[config.mk]
export PLATFORM = sky130hd
export DESIGN_NAME = drop_time_calc
export DESIGN_NICKNAME = d
export VERILOG_FILES = /design/src/rtl/drop_pkg.sv /design/src/rtl/isqrt_iter.sv /design/src/rtl/drop_time_calc.sv
export SDC_FILE = /design/constraint.sdc
export NUM_CORES = 1
export LEC_CHECK = 0
export BUFFER_PORTS_ARGS = -buffer_cell sky130_fd_sc_hd__buf_2
export CAP_MARGIN = 20
export CORE_MARGIN = 5
export CORE_UTILIZATION = 35
export DETAILED_ROUTE_END_ITERATION = 8
export PLACE_DENSITY_LB_ADDON = 0.25
export SLEW_MARGIN = 10
export SYNTH_ARGS = -nofsm -noshare
export SYNTH_HDL_FRONTEND = slang
export SYNTH_SLANG_ARGS = --single-unit
[constraint.sdc]
create_clock -name clk -period 9 [get_ports clk]
set_clock_uncertainty 0.2 [all_clocks]
set_input_delay 2.7 -clock clk [delete_from_list [all_inputs] [get_ports clk]]
set_output_delay 2.7 -clock clk [all_outputs]
set_load 0.02 [all_outputs]
[src/rtl/drop_pkg.sv]
// Shared widths, FSM encodings and the faulty-sensor averaging rule for drop_time_calc.
package drop_pkg;

    localparam int unsigned SENSOR_W   = 8;
    localparam int unsigned T_W        = 16;
    localparam int unsigned SQRT_ITERS = 12;
    localparam int unsigned RADICAND_W = 24;

    // One root bit per iteration, two radicand bits consumed per iteration.
    localparam int unsigned ROOT_W  = RADICAND_W / 2;
    // Remainder never exceeds 2*root, so two spare bits above the root suffice.
    localparam int unsigned REM_W   = ROOT_W + 2;
    localparam int unsigned ITER_W  = 4;
    localparam int unsigned SUM_W   = 10;
    localparam int unsigned STATE_W = 2;

    localparam logic [STATE_W-1:0] ST_IDLE = 2'd0;
    localparam logic [STATE_W-1:0] ST_AVG  = 2'd1;
    localparam logic [STATE_W-1:0] ST_SQRT = 2'd2;
    localparam logic [STATE_W-1:0] ST_DONE = 2'd3;

    // Half-up rounded average; a zero reading on sensor 1/3 outranks one on sensor 2/4.
    function automatic logic [SENSOR_W-1:0] avg_height(
        input logic [SENSOR_W-1:0] s1,
        input logic [SENSOR_W-1:0] s2,
        input logic [SENSOR_W-1:0] s3,
        input logic [SENSOR_W-1:0] s4
    );
        logic [SUM_W-1:0] sum;
        logic [SUM_W-1:0] avg;
        if ((s1 == '0) || (s3 == '0)) begin
            sum = SUM_W'(s2) + SUM_W'(s4) + SUM_W'(1);
            avg = sum >> 1;
        end else if ((s2 == '0) || (s4 == '0)) begin
            sum = SUM_W'(s1) + SUM_W'(s3) + SUM_W'(1);
            avg = sum >> 1;
        end else begin
            sum = SUM_W'(s1) + SUM_W'(s2) + SUM_W'(s3) + SUM_W'(s4) + SUM_W'(2);
            avg = sum >> 2;
        end
        return SENSOR_W'(avg);
    endfunction

endpackage

[src/rtl/isqrt_iter.sv]
// One restoring digit-by-digit square-root step: bring in a radicand bit pair,
// try subtracting (4*root + 1), keep the result and set the new root bit if it fits.
module isqrt_iter
    import drop_pkg::*;
(
    input  logic [ROOT_W-1:0] root_i,
    input  logic [REM_W-1:0]  rem_i,
    input  logic [1:0]        pair_i,
    output logic [ROOT_W-1:0] root_o,
    output logic [REM_W-1:0]  rem_o
);

    logic [REM_W+1:0] shifted_c;
    logic [REM_W+1:0] trial_c;
    logic [REM_W+1:0] diff_c;
    logic             fits_c;

    // Trial subtraction and root/remainder update.
    always_comb begin
        shifted_c = {rem_i, pair_i};
        trial_c   = (REM_W + 2)'({root_i, 2'b01});
        diff_c    = shifted_c - trial_c;
        fits_c    = (shifted_c >= trial_c);
        root_o    = {root_i[ROOT_W-2:0], fits_c};
        rem_o     = fits_c ? REM_W'(diff_c) : REM_W'(shifted_c);
    end

endmodule

[src/rtl/drop_time_calc.sv]
// Averages one four-sensor altitude packet and computes t_act = sqrt(h) in 8.8
// fixed point with a 12-cycle bit-serial root; qualifies the operator arm request.
module drop_time_calc
    import drop_pkg::*;
(
    input  logic                clk,
    input  logic                rst,
    input  logic [SENSOR_W-1:0] sensor1,
    input  logic [SENSOR_W-1:0] sensor2,
    input  logic [SENSOR_W-1:0] sensor3,
    input  logic [SENSOR_W-1:0] sensor4,
    input  logic                sample_valid,
    output logic                sample_ready,
    input  logic                arm,
    output logic [T_W-1:0]      t_act,
    output logic                t_act_valid,
    output logic                drop_en
);

    logic [STATE_W-1:0]    state_q,       state_d;
    logic [SENSOR_W-1:0]   s1_q,          s1_d;
    logic [SENSOR_W-1:0]   s2_q,          s2_d;
    logic [SENSOR_W-1:0]   s3_q,          s3_d;
    logic [SENSOR_W-1:0]   s4_q,          s4_d;
    logic [RADICAND_W-1:0] rad_q,         rad_d;
    logic [ROOT_W-1:0]     root_q,        root_d;
    logic [REM_W-1:0]      rem_q,         rem_d;
    logic [ITER_W-1:0]     iter_q,        iter_d;
    logic [T_W-1:0]        t_act_q,       t_act_d;
    logic                  t_valid_q,     t_valid_d;
    logic                  ready_q,       ready_d;
    logic                  seen_q,        seen_d;
    logic                  drop_en_q,     drop_en_d;

    logic [ROOT_W-1:0]     root_next_c;
    logic [REM_W-1:0]      rem_next_c;
    logic [SENSOR_W-1:0]   h_c;

    // Single root step fed by the top radicand bit pair.
    isqrt_iter u_step (
        .root_i (root_q),
        .rem_i  (rem_q),
        .pair_i (rad_q[RADICAND_W-1 -: 2]),
        .root_o (root_next_c),
        .rem_o  (rem_next_c)
    );

    assign h_c = avg_height(s1_q, s2_q, s3_q, s4_q);

    // Next-state and next-output logic.
    always_comb begin
        state_d   = state_q;
        s1_d      = s1_q;
        s2_d      = s2_q;
        s3_d      = s3_q;
        s4_d      = s4_q;
        rad_d     = rad_q;
        root_d    = root_q;
        rem_d     = rem_q;
        iter_d    = iter_q;
        t_act_d   = t_act_q;
        t_valid_d = 1'b0;
        seen_d    = seen_q;
        drop_en_d = arm && seen_q;

        case (state_q)
            ST_IDLE: begin
                if (sample_valid) begin
                    s1_d    = sensor1;
                    s2_d    = sensor2;
                    s3_d    = sensor3;
                    s4_d    = sensor4;
                    state_d = ST_AVG;
                end
            end
            ST_AVG: begin
                rad_d   = {h_c, {(RADICAND_W - SENSOR_W){1'b0}}};
                root_d  = '0;
                rem_d   = '0;
                iter_d  = '0;
                state_d = ST_SQRT;
            end
            ST_SQRT: begin
                root_d = root_next_c;
                rem_d  = rem_next_c;
                rad_d  = {rad_q[RADICAND_W-3:0], 2'b00};
                iter_d = iter_q + ITER_W'(1);
                if (iter_q == ITER_W'(SQRT_ITERS - 1)) begin
                    t_act_d   = T_W'(root_next_c);
                    t_valid_d = 1'b1;
                    seen_d    = 1'b1;
                    state_d   = ST_DONE;
                end
            end
            ST_DONE: begin
                state_d = ST_IDLE;
            end
            default: begin
                state_d = ST_IDLE;
            end
        endcase

        ready_d = (state_d == ST_IDLE);
    end

    // State and output registers; synchronous reset wins over everything.
    always_ff @(posedge clk) begin
        if (rst) begin
            state_q   <= ST_IDLE;
            s1_q      <= '0;
            s2_q      <= '0;
            s3_q      <= '0;
            s4_q      <= '0;
            rad_q     <= '0;
            root_q    <= '0;
            rem_q     <= '0;
            iter_q    <= '0;
            t_act_q   <= '0;
            t_valid_q <= 1'b0;
            ready_q   <= 1'b1;
            seen_q    <= 1'b0;
            drop_en_q <= 1'b0;
        end else begin
            state_q   <= state_d;
            s1_q      <= s1_d;
            s2_q      <= s2_d;
            s3_q      <= s3_d;
            s4_q      <= s4_d;
            rad_q     <= rad_d;
            root_q    <= root_d;
            rem_q     <= rem_d;
            iter_q    <= iter_d;
            t_act_q   <= t_act_d;
            t_valid_q <= t_valid_d;
            ready_q   <= ready_d;
            seen_q    <= seen_d;
            drop_en_q <= drop_en_d;
        end
    end

    assign sample_ready = ready_q;
    assign t_act        = t_act_q;
    assign t_act_valid  = t_valid_q;
    assign drop_en      = drop_en_q;

endmodule

==> results.yml <==
yosys:
  synth-simple-area-share_pct: 18.16
  synthDistinctLibCells: 61
  synth_compound_area_share_pct: 19.68
  synth_top_family_by_area: "compound AO/OA/AOI/OAI gates"
  synth_area_leader_cell: "dfxtp_1"
  synth-edff-count: 0
  synth-adder-area-share_pct: 15.52
  seq_area_frac_synth_pct: 32.04
  ys.flop_type: "dfxtp_1"
  async_flop_share_pct: 0
  synthXorXnorAreaFrac_pct: 3.982
  synthTopCellsByArea: "dfxtp_1, nand2_1, ha_1"
  ys_seq_elements: 88
  ys_warn_count: 0
  yosysTopAreaCellShare_pct: 32.04
  synthMuxAreaShare_pct: 2.184
  netlist_area_um2: 5499
  syn_area_per_cell_um2: 7.878
  syn_inst: 698
routing:
  drtAntennaViolNets: 0
  drt_iter0_markers: 201
  routed_wl_um: 13680
  via_count: 4833
  routed.top_layer: "met4"
  firstDrtPassIters: 5
  wl_met1_um: 6175
  routedWlPerCell_um: 14.37
  wl_met3_um: 615
  avgViaCountPerCell: 5.077
  wl_met2_um: 6533
  drc_errors: 0
layout:
  finalNonFillerCells: 952
  nets: 830
  regArea_um2: 1762
  area_growth_pct: 12.74
  finalInstanceArea_um2: 6200
  multi_input_area_um2: 3288
  final_common_cell: "nand2_1"
  antennaDiodeCount: 0
  num-fill-cells: 1601
  drive_above_1_share_pct: 11.47
  final_cell_mix: "nand2_1, dfxtp_1, a21oi_1"
pwr:
  powerDensity_nw_per_um2: 290.7
  irDropWorstVdd_mv: 0.1569
  p_leak_uw: 0.002591
critical_path:
  crit_path_start_kind: "input port"
  cp-end-kind: "flip-flop"
  critPathArrivalTime_ns: 4.18
  worstSetupPathType: "in -> reg"
  cp.required_ns: 9.02
  cp_max_fo: 72
placement:
  dp_hpwl_um: 10480
  gp_congestion: 0.9152
  post_dp_cell_area_um2: 5857
  dp_cells: 933
  io_buffers: 50
timing:
  drv_slew: 0
  setup_violations: 0
  tightest_slew_ns: 0.7860
  rsz0062_at_grt: "false"
  period_needed_ns: 4.152
  fin_tns_setup_ns: 0
  fmax_ghz: 0.2408
  max_slew_margin_pct: 47.60
  finalCritPeriodShare_pct: 46.14
  hold_viol: 0
grt:
  gr-usage-all-layers_pct: 15.58
  grt_pass1_vias: 4821
  antenna_found_initial: 0
  grt_pass1_wl_um: 23090
  grt_start_max_net_pins: 73
  overflow: 0
flow_run:
  drv_cap: 0
min_path:
  hold_path_class: "reg -> reg"
cts:
  cts_resized: 0
  cts_hold_buf: 0
  cts_setup_buffers: 0
  htree_levels: 3
  clk_pin_slew_ns: 0.06
  cts-buffers-inserted: 9
  clock-root-buffer: "clkbuf_16"
  clockBufferDepth: 2
  cts_tree: "done"
  clock_latency_ns: 0.35
  clock-sinks: 88
die:
  core_area_um2: 15310
  start_util_pct: 35.91
  die_y_um: 135.3
  io-pin-count: 55
  die_area_um2: 18320
  die_w_um: 135.3
  std_cell_rows: 45
outcome:
  status: "finished, final reports clean"
cells by family after synthesis:
logic type,after synthesis
multiplexers,12
flip-flops,88
AND/OR/NAND/NOR,233
adder cells (fa/ha/maj),58
AO/OA/AOI/OAI,177
XOR/XNOR,25
other,1
buffers and inverters,104
registers in the layout, summed over array words and instances (netlist names):
signal        flops
iter_q            4
root_q           12
s2_q              8
seen_q            1
s4_q              8
rem_q            14
s1_q              8
t_act_valid       1
sample_ready      1
s3_q              8
rad_q             8
drop_en           1
state_q           2
t_act            12
layout make-up:
type | count | share of cell area, %
clock buffers | 9 | 3.633
multi-input cells | 509 | 53.04
repair buffers | 56 | 5.005
flip-flops and latches | 88 | 28.42
clock inverters | 7 | 1.292
inverters | 72 | 4.359
well taps | 211 | 4.258
report_power, final:
group / leakage (uW) / switching [uW] / internal [uW]
registers: 0.000715 / 50.2 / 438
logic: 0.00173 / 564 / 363
clock network: 0.000143 / 168 / 218
through the flow:
step                      hold WS, ns  setup WS (ns)  power, uW  utilization (%)
after global placement         0.2417          4.478       1398            38.24
after global routing           0.2691          4.669       1960            40.48
after floorplan                0.2285          5.199       1246                -
after detailed placement       0.2463          4.367       1414            38.24
final                          0.2491          4.848       1802            40.48
after CTS                      0.2552          4.749       1808            40.24
synthesized netlist by cell type, drive strengths merged (4+ instances only):
cell type  instances
a32oi              5
inv               72
nand2            142
o21ai             34
o21a               7
dfxtp             88
nor4               6
a31oi              6
mux2i             12
xnor2             17
nor2b              4
nor2              34
xor2               8
a211oi             5
a21oi             85
clkbuf            25
nand3             22
a21o               6
ha                41
nor3              10
and3               4
buf                7
fa                17
critical path, stage by stage:
cell	delay [ns]
buf_2	0.07
buf_4	0.60
inv_1	0.30
nand3_1	0.36
o21ai_1	0.12
per-layer routing:
layer / up-vias / GRT usage, %
met3: 30 / 4.272
met1: 2257 / 18.79
met2: 102 / 26.27
met4: 0 / 6.271
li1: 2444 / -
met5: - / 0
path summary, 6_finish.rpt:
| check | from | endpoint | slack, ns | cells after the start |
|---|---|---|---|---|
| worst max-delay path | rst | rem_q[9] | 4.85 | 5 |
| worst min-delay path | rem_q[12] | rem_q[12] | 0.25 | 2 |
| worst max register to register | s1_q[4] | rad_q[21] | 5.34 | 12 |
| worst min register to register | rem_q[12] | rem_q[12] | 0.25 | 2 |
Note: power is estimated with default switching activity, not from simulation.
